`config.mk`:
```
export PLATFORM = sky130hd
export DESIGN_NAME = timer_ctrl
export DESIGN_NICKNAME = d
export VERILOG_FILES = /design/src/rtl/timer_ctrl.sv
export SDC_FILE = /design/constraint.sdc
export NUM_CORES = 1
export LEC_CHECK = 0
export CAP_MARGIN = 20
export CORE_UTILIZATION = 45
export DETAILED_ROUTE_END_ITERATION = 8
export HOLD_SLACK_MARGIN = 0.06
export PLACE_DENSITY_LB_ADDON = 0.1
export SKIP_LAST_GASP = 1
export SYNTH_ARGS = -nofsm -noshare
export SYNTH_HDL_FRONTEND = slang
export SYNTH_SLANG_ARGS = --single-unit
export TNS_END_PERCENT = 5
```
`constraint.sdc`:
```
create_clock -name clk -period 2.7 [get_ports clk]
set_input_delay 0.27 -clock clk [delete_from_list [all_inputs] [get_ports clk]]
set_output_delay 0.27 -clock clk [all_outputs]
set_load 0.03 [all_outputs]
```
`src/rtl/timer_ctrl.sv`:
```
// timer_ctrl: APB register front-end, clock prescaler and control-pulse generator for the 8-bit timer counter.
// Build option: define TIMER_CTRL_WAIT_EN to insert one wait state (WAIT) into every bus access.
module timer_ctrl #(
   parameter int ADDR_W = 2,
   parameter int DATA_W = 8
) (
   input  logic              clk,
   input  logic              rst_n,
   input  logic              psel,
   input  logic              penable,
   input  logic              pwrite,
   input  logic [ADDR_W-1:0] paddr,
   input  logic [DATA_W-1:0] pwdata,
   output logic [DATA_W-1:0] prdata,
   output logic              pready,
   output logic              pslverr,
   input  logic [DATA_W-1:0] tcnt,
   input  logic              overflow,
   input  logic              underflow,
   output logic              clk_ena,
   output logic [DATA_W-1:0] start_counter,
   output logic              up_down,
   output logic              enable,
   output logic              load,
   output logic              clr_overflow,
   output logic              clr_underflow
);

   typedef enum logic [1:0] {
      IDLE   = 2'd0,
      SETUP  = 2'd1,
      WAIT   = 2'd2,
      ACCESS = 2'd3
   } bus_state_t;

   localparam logic [ADDR_W-1:0] ADDR_TDR  = ADDR_W'(0);
   localparam logic [ADDR_W-1:0] ADDR_TCR  = ADDR_W'(1);
   localparam logic [ADDR_W-1:0] ADDR_TSR  = ADDR_W'(2);
   localparam logic [ADDR_W-1:0] ADDR_TCNT = ADDR_W'(3);

   bus_state_t        state_reg;
   bus_state_t        state_next;
   logic              access;
   logic              wr_en;
   logic              wr_tdr;
   logic              wr_tcr;
   logic              wr_tsr;
   logic              cks_change;
   logic [DATA_W-1:0] tdr_reg;
   logic              up_down_reg;
   logic              enable_reg;
   logic [1:0]        cks_reg;
   logic [3:0]        presc_reg;
   logic [3:0]        presc_mask;
   logic              load_reg;
   logic              clr_ovf_reg;
   logic              clr_unf_reg;
   logic [DATA_W-1:0] rdata;

   always_ff @(posedge clk or negedge rst_n) begin
      if (!rst_n) begin
         state_reg <= IDLE;
      end else begin
         state_reg <= state_next;
      end
   end

   // ACCESS always falls back to IDLE; IDLE re-enters SETUP on the master's next setup phase,
   // so back-to-back transfers chain with the same timing as a lone transfer.
   always_comb begin
      state_next = state_reg;
      case (state_reg)
         IDLE:   if (psel && !penable) state_next = SETUP;
         SETUP: begin
            if (!psel) begin
               state_next = IDLE;
            end else begin
`ifdef TIMER_CTRL_WAIT_EN
               state_next = WAIT;
`else
               state_next = ACCESS;
`endif
            end
         end
         WAIT:   state_next = psel ? ACCESS : IDLE;
         ACCESS: state_next = IDLE;
         default: state_next = IDLE;
      endcase
   end

   assign access     = (state_reg == ACCESS);
   assign wr_en      = access & psel & penable & pwrite;
   assign wr_tdr     = wr_en & (paddr == ADDR_TDR);
   assign wr_tcr     = wr_en & (paddr == ADDR_TCR);
   assign wr_tsr     = wr_en & (paddr == ADDR_TSR);
   assign cks_change = wr_tcr & (pwdata[1:0] != cks_reg);

   // Prescaler bit gi participates in the strobe decode when gi <= cks.
   for (genvar gi = 0; gi < 4; gi++) begin : g_mask
      assign presc_mask[gi] = (2'(gi) <= cks_reg);
   end

   assign clk_ena = &(presc_reg | ~presc_mask);

   always_ff @(posedge clk or negedge rst_n) begin
      if (!rst_n) begin
         tdr_reg     <= '0;
         up_down_reg <= 1'b0;
         enable_reg  <= 1'b0;
         cks_reg     <= 2'd0;
         presc_reg   <= 4'd0;
         load_reg    <= 1'b0;
         clr_ovf_reg <= 1'b0;
         clr_unf_reg <= 1'b0;
      end else begin
         if (wr_tdr) begin
            tdr_reg <= pwdata;
         end
         if (wr_tcr) begin
            up_down_reg <= pwdata[5];
            enable_reg  <= pwdata[4];
            cks_reg     <= pwdata[1:0];
         end
         presc_reg <= cks_change ? 4'd0 : presc_reg + 4'd1;

         // A pending load is held through the next strobe; re-requests while pending are absorbed.
         if (load_reg) begin
            if (clk_ena) begin
               load_reg <= 1'b0;
            end
         end else if (wr_tcr && pwdata[7]) begin
            load_reg <= 1'b1;
         end

         clr_ovf_reg <= wr_tsr & pwdata[0];
         clr_unf_reg <= wr_tsr & pwdata[1];
      end
   end

   always_comb begin
      rdata = '0;
      case (paddr)
         ADDR_TDR: rdata = tdr_reg;
         ADDR_TCR: begin
            rdata[5]   = up_down_reg;
            rdata[4]   = enable_reg;
            rdata[1:0] = cks_reg;
         end
         ADDR_TSR: begin
            rdata[1] = underflow;
            rdata[0] = overflow;
         end
         default: rdata = tcnt;
      endcase
   end

   assign prdata        = (access && !pwrite) ? rdata : '0;
   assign pready        = access;
   assign pslverr       = access & pwrite & (paddr == ADDR_TCNT);
   assign start_counter = tdr_reg;
   assign up_down       = up_down_reg;
   assign enable        = enable_reg;
   assign load          = load_reg;
   assign clr_overflow  = clr_ovf_reg;
   assign clr_underflow = clr_unf_reg;

endmodule

```
==> metrics.cfg, run 1 <==
[outcome]
status=complete, no violations

[sta]
slew_viol_final=0
max_freq_ghz=0.399
slew-limit-headroom_pct=67.2
tightestPinTransition_ns=0.489
setup_slack_ns=0.197
rsz0062_at_grt=no
setup_tns_ns=0
finalSetupViolations=0
whs_ns=0.283
fin_worst_skew_ns=0.00824
min_period_ns=2.50
period_share_pct=92.7
hold_viol=0

[pwr]
switching_share_pct=39.0
power_frac_seq_pct=40.3
internal-power_uw=772
p_switching_uw=494
pwr-share-clk_pct=12.1
power_density_nw_per_um2=747
cellLeakagePower_nw=0.713
comb_power_share_pct=47.7
peakVddDrop_mv=0.714

[detailed_routing]
drc=0
viasPerCell=5.37
wl_per_cell_um=14.8
ant_nets=0
first_pass_iters=4
drt-total-wl_um=2660
vias=961
drtIter0Drc=3

[cts]
cts_resized=0
cts_tree=yes
cts_hold_buffers=0
htreeDepth=1
clock-sinks=21
cts_buffer_depth=2
clk_latency_ns=0.31
cts_made_buffers=3
clk_pin_slew_ns=0.12
cts_setup_buffers=0
clockRootBuffer=clkbuf_4

[cells_and_area]
final_area_um2=1690
finalNetCount=180
area_growth_pct=47.5
largest_reg_flops=8
drive_gt1_share_pct=15.2
fin_util_pct=73.1
diodes=0

[critical_path]
r2r_cells=4
critPathLaunchType=input port
end_kind=primary output
r2r_setup_slack_ns=0.98
r2r_start=state_reg[1]$_DFFE_PN0P_
cp_data_arrival_time_ns=2.23
worstReg2RegEnd=start_counter[1]$_DFFE_PN0P_
worstPathRequired_ns=2.43
crit_fanout=7
critPathKind=in -> out

[job]
cap_violations=0

[logic_synthesis]
ys_ff_latch=21
synth_cell_types=32
syn_avg_cell_area_um2=11.5
yosysWarnings=0
synth.net_count=128
ys_seq_area_share_pct=45.8
syn_area_um2=1150
synthCells=100

[grt]
gr-usage-all-layers_pct=22.4
grt_max_degree=22
grt_pass1_vias=982
antenna_found_initial=0
grt_pass1_wl_um=4450
grt-ovfl-total=0

[floorplanning]
die_h_um=52.5
start_util_pct=49.5
dieArea_um2=2760
io_pins=49
design.core.area_um2=2320
row_count=17
die_w_um=52.5

[placed_design]
io_buffers=48
hpwl_um=2090
place.gp.congestion=0.719
dp_slack_ns=0.189
post_dp_cell_area_um2=1670

[min_path]
hold_class=in -> async

## metrics by stage
| step | cells | power [mW] |
|---|---|---|
| 2_1_floorplan | 100 | 0.878 |
| 3_3_place_gp | 175 | 1.09 |
| 3_5_place_dp | 175 | 1.12 |
| 4_1_cts | 179 | 1.28 |
| 5_1_grt | 179 | 1.35 |
| 6_report | 179 | 1.27 |
## synth_stat cells (all sizes together)
library cell	n	area share, %
dfrtp	21	46
mux2	12	12
nor2	12	3.9
a22oi	4	2.6
nand2b	4	2.2
nor2b	4	2.2
a211oi	3	2.0
ha	3	3.3
inv	3	0.98
nand2	3	0.98
xnor2	3	2.3
a2bb2oi	2	1.5
and2	2	1.1
and3	2	1.1
buf	2	1.1
clkbuf	2	0.65
mux2i	2	1.7
mux4	2	3.9
nand3	2	0.87
a21boi	1	0.65
a21o	1	0.65
a21oi	1	0.44
a31oi	1	0.55
a32o	1	0.87
and4	1	0.76
nand4	1	1.9
nor3	1	1.4
nor3b	1	0.65
or2b	1	0.65
or4b	1	0.87
xor2	1	0.76
## cell families after synthesis
group	share of synthesized area [%]
adders and majority gates	3.27
AOI/OAI and AO/OA	9.26
DFF	45.8
xor gates and xnor gates	3.05
muxes	17.4
buffers and inverters	2.72
and+or+nand+nor	18.5
## cell usage in the layout, fill, tap and decap left out
cell type	netlist	layout
mux2_2	12	12
and3_1	2	2
a31oi_1	1	1
clkbuf_4	0	3
or2b_1	1	1
a21oi_1	1	1
a32o_1	1	1
nor3_4	1	1
xnor2_1	3	3
dfrtp_1	21	21
a211oi_1	3	3
clkdlybuf4s50_1	0	48
buf_4	1	3
and4_1	1	1
a2bb2oi_1	2	2
nand2_1	3	3
nand2b_1	4	4
mux2i_1	2	2
nor2b_1	4	4
mux4_2	2	2
a21o_1	1	1
inv_1	3	3
a22oi_1	4	4
ha_1	3	3
or4b_1	1	1
nor2_1	12	12
a21boi_0	1	1
and2_1	2	2
xor2_1	1	1
nand4_4	1	1
nor3b_1	1	1
nand3_1	2	2
clkinv_2	0	1
## critical path, cell delays in order
cell and delay (ns):
clkdlybuf4s50_1 0.68, mux4_2 0.54, nor2b_1 0.14, clkdlybuf4s50_1 0.60
## area by class of cell
| cell class | instances | area [um2] |
|---|---|---|
| fill | 173 | 624 |
| multi-input combinational | 72 | 592 |
| sequential | 21 | 526 |
| timing repair buffer | 51 | 503 |
| tap | 28 | 35.0 |
| clock buffer | 3 | 22.5 |
| inverter | 3 | 11.3 |
| clock inverter | 1 | 5.00 |
## worst max-delay path by stage
| stage | from | endpoint | slack, ns |
|---|---|---|---|
| after floorplan | state_reg[1]$_DFFE_PN0P_ | prdata[0] | 0.93 |
| after global placement | paddr[0] | prdata[0] | 0.21 |
| after detailed placement | paddr[0] | prdata[0] | 0.19 |
| after CTS | paddr[0] | prdata[1] | 0.19 |
| after global routing | paddr[0] | prdata[7] | 0.12 |
| final | paddr[0] | prdata[1] | 0.20 |
## per-layer routing
| layer | part of all wire [%] | track usage, % | wire, um | vias up |
|---|---|---|---|---|
| li1 | - | - | - | 460 |
| met1 | 42 | 26.2 | 1100 | 468 |
| met5 | 0 | 0 | 0 | - |
| met4 | 0.49 | 3.95 | 13 | 0 |
| met2 | 52 | 39.9 | 1380 | 31 |
| met3 | 6.1 | 7.25 | 161 | 2 |
## power groups by stage
| stage | combinational [mW] | sequential, mW | clock, mW |
|---|---|---|---|
| 6_report | 0.604 | 0.510 | 0.153 |
| 5_1_grt | 0.651 | 0.528 | 0.175 |
| 4_1_cts | 0.609 | 0.511 | 0.159 |
| 3_5_place_dp | 0.603 | 0.518 | 0 |
| 3_3_place_gp | 0.587 | 0.506 | 0 |
| 2_1_floorplan | 0.282 | 0.596 | 0 |
No activity file was read; power rests on OpenSTA's default activity.
==> run 2: changes to the inputs <==
- CORE_MARGIN: not set -> 8
==> metrics.cfg, run 2 (synthesis gave the netlist of run 1 again) <==
[critical_path]
cp_cell_sequence=clkdlybuf4s50_1 > mux4_2 > nor2b_1 > clkdlybuf4s50_1
r2r_start=state_reg[1]$_DFFE_PN0P_
max_stage_delay_ns=0.72  ; +0.04 ns
worstReg2RegEnd=start_counter[1]$_DFFE_PN0P_
r2r_cells=4  ; unchanged
end_kind=primary output
crit_top_cell=clkdlybuf4s50_1
r2r_setup_slack_ns=0.96  ; -0.02 ns
crit_fanout=8  ; +1
slowest_stage=clkdlybuf4s50_1
critPathKind=in -> out
critPathLaunchType=input port
worstPathRequired_ns=2.43  ; about the same
cp_data_arrival_time_ns=2.30  ; +0.07 ns

[pwr]
cellLeakagePower_nw=0.704  ; -1.2%
peakVddDrop_mv=0.720  ; +0.91%
switching_share_pct=39.1  ; +0.14 points
comb_power_share_pct=47.5  ; -0.2 points
internal-power_uw=772  ; about the same
power_density_nw_per_um2=750  ; +0.33%
pwr-share-clk_pct=12.3  ; +0.2 points
power_frac_seq_pct=40.2  ; about the same
p_switching_uw=496  ; +0.54%

[placed_design]
place.gp.congestion=0.807  ; +12%
io_buffers=48  ; unchanged
hpwl_um=2480  ; +19%
place_inst=176  ; +0.57%

[floorplanning]
start_util_pct=46.8  ; -2.8 points
die_h_um=66.5  ; +27%
design.core.area_um2=2450  ; +5.9%
row_count=18  ; +1
die_w_um=66.5  ; +27%
dieArea_um2=4420  ; +60%
io_pins=49  ; unchanged

[cts]
clk_latency_ns=0.31  ; about the same
cts_made_buffers=3  ; unchanged
clockRootBuffer=clkbuf_4
htreeDepth=1  ; unchanged
clk_pin_slew_ns=0.12  ; about the same
cts_hold_buffers=0  ; unchanged
cts_buffer_depth=2  ; unchanged
clock-sinks=21  ; unchanged
cts_tree=yes
cts_resized=0  ; unchanged
cts_setup_buffers=0  ; unchanged

[sta]
period_share_pct=95.2  ; +2.5 points
slew_viol_final=0  ; unchanged
slew-limit-headroom_pct=38.0  ; -29 points
hold_viol=0  ; unchanged
setup_tns_ns=0  ; unchanged
max_freq_ghz=0.389  ; -2.6%
min_period_ns=2.57  ; +0.0670 ns
rsz0062_at_grt=no
fin_worst_skew_ns=0.00621  ; -0.00203 ns
tightestPinTransition_ns=0.927  ; +0.439 ns
finalSetupViolations=0  ; unchanged

[grt]
grt-ovfl-total=0  ; unchanged
grt_max_degree=22  ; unchanged
grt_pass1_vias=1071  ; +9.1%
gr-usage-all-layers_pct=14.5  ; -7.9 points
antenna_found_initial=0  ; unchanged
grt_pass1_wl_um=5020  ; +13%

[detailed_routing]
drtIter0Drc=26  ; +23
drc=0  ; unchanged
drt-total-wl_um=3050  ; +15%
viasPerCell=5.34  ; -0.45%
first_pass_iters=4  ; unchanged
vias=962  ; +0.10%
wl_per_cell_um=16.9  ; +14%
ant_nets=0  ; unchanged

[cells_and_area]
final_cell_mix=48 x clkdlybuf4s50_1, 21 x dfrtp_1, 12 x nor2_1, 12 x mux2_2
diodes=0  ; unchanged
instances_no_fill=180  ; +0.56%
drive_gt1_share_pct=14.7  ; -0.57 points
nFillCells=199  ; +15%
layout.cells.most_common=clkdlybuf4s50_1
largest_reg_flops=8  ; unchanged
finalNetCount=179  ; -0.56%
area_growth_pct=47.3

[job]
cap_violations=0  ; unchanged

[outcome]
status=complete, no violations

[min_path]
hold_class=in -> async

[run 2: changes by cell type in the layout (fill, tap and decap cells not counted)]
cell,before,now
clkinv_2,1,0
buf_4,3,2
clkinvlp_4,0,1
[run 2: per-layer routing]
layer	global-route usage, %	vias up	wire length [um]
met5	0	-	0
met4	1.60	0	10
met3	8.05	2	347
met2	25.5	40	1510
met1	15.4	461	1180
li1	-	459	-
[run 2: worst max-delay path: cells and delay by family]
| kind | cells | cell delay [ns] |
|---|---|---|
| mux | 1 | 0.55 |
| simple gates | 1 | 0.15 |
| buf+inv | 2 | 1.32 |
[run 2: power by group through the flow]
| stage | logic, mW | registers (mW) | clock network, mW |
|---|---|---|---|
| floorplan | 0.282 | 0.596 | 0 |
| global placement | 0.588 | 0.508 | 0 |
| detailed placement | 0.610 | 0.517 | 0 |
| CTS | 0.612 | 0.511 | 0.159 |
| global route | 0.652 | 0.527 | 0.172 |
| finish | 0.602 | 0.510 | 0.156 |
[run 2: cell type report]
class | instances | area (um2) | area share, %
repair buffers | 50 | 495 | 29.3
clock buffers | 3 | 22.5 | 1.33
clock inverters | 1 | 7.51 | 0.444
inverters | 3 | 11.3 | 0.666
well taps | 30 | 37.5 | 2.22
flip-flops and latches | 21 | 526 | 31.1
multi-input cells | 72 | 592 | 35.0
[run 2: how the worst max path moves through the flow]
stage | end | cells past startpoint | start | slack [ns]
2_1_floorplan | prdata[0] | 4 | state_reg[1]$_DFFE_PN0P_ | 0.93
3_3_place_gp | prdata[0] | 4 | paddr[0] | 0.14
3_5_place_dp | prdata[1] | 4 | paddr[0] | 0.11
4_1_cts | prdata[1] | 4 | paddr[0] | 0.11
5_1_grt | prdata[0] | 4 | paddr[0] | 0.06
6_report | prdata[1] | 4 | paddr[0] | 0.13
[run 2: through the flow]
step / total power [mW] / setup slack [ns] / hold WS [ns] / area [um2] / util [%]
global placement: 1.10 / 0.139 / 0.501 / 1660 / 67.7
detailed placement: 1.13 / 0.110 / 0.517 / 1660 / 67.7
CTS: 1.28 / 0.113 / 0.496 / 1690 / 68.9
finish: 1.27 / 0.130 / 0.466 / 1690 / 68.9
floorplan: 0.878 / 0.934 / -0.0256 / 1150 / -
global route: 1.35 / 0.0556 / 0.545 / 1690 / 68.9
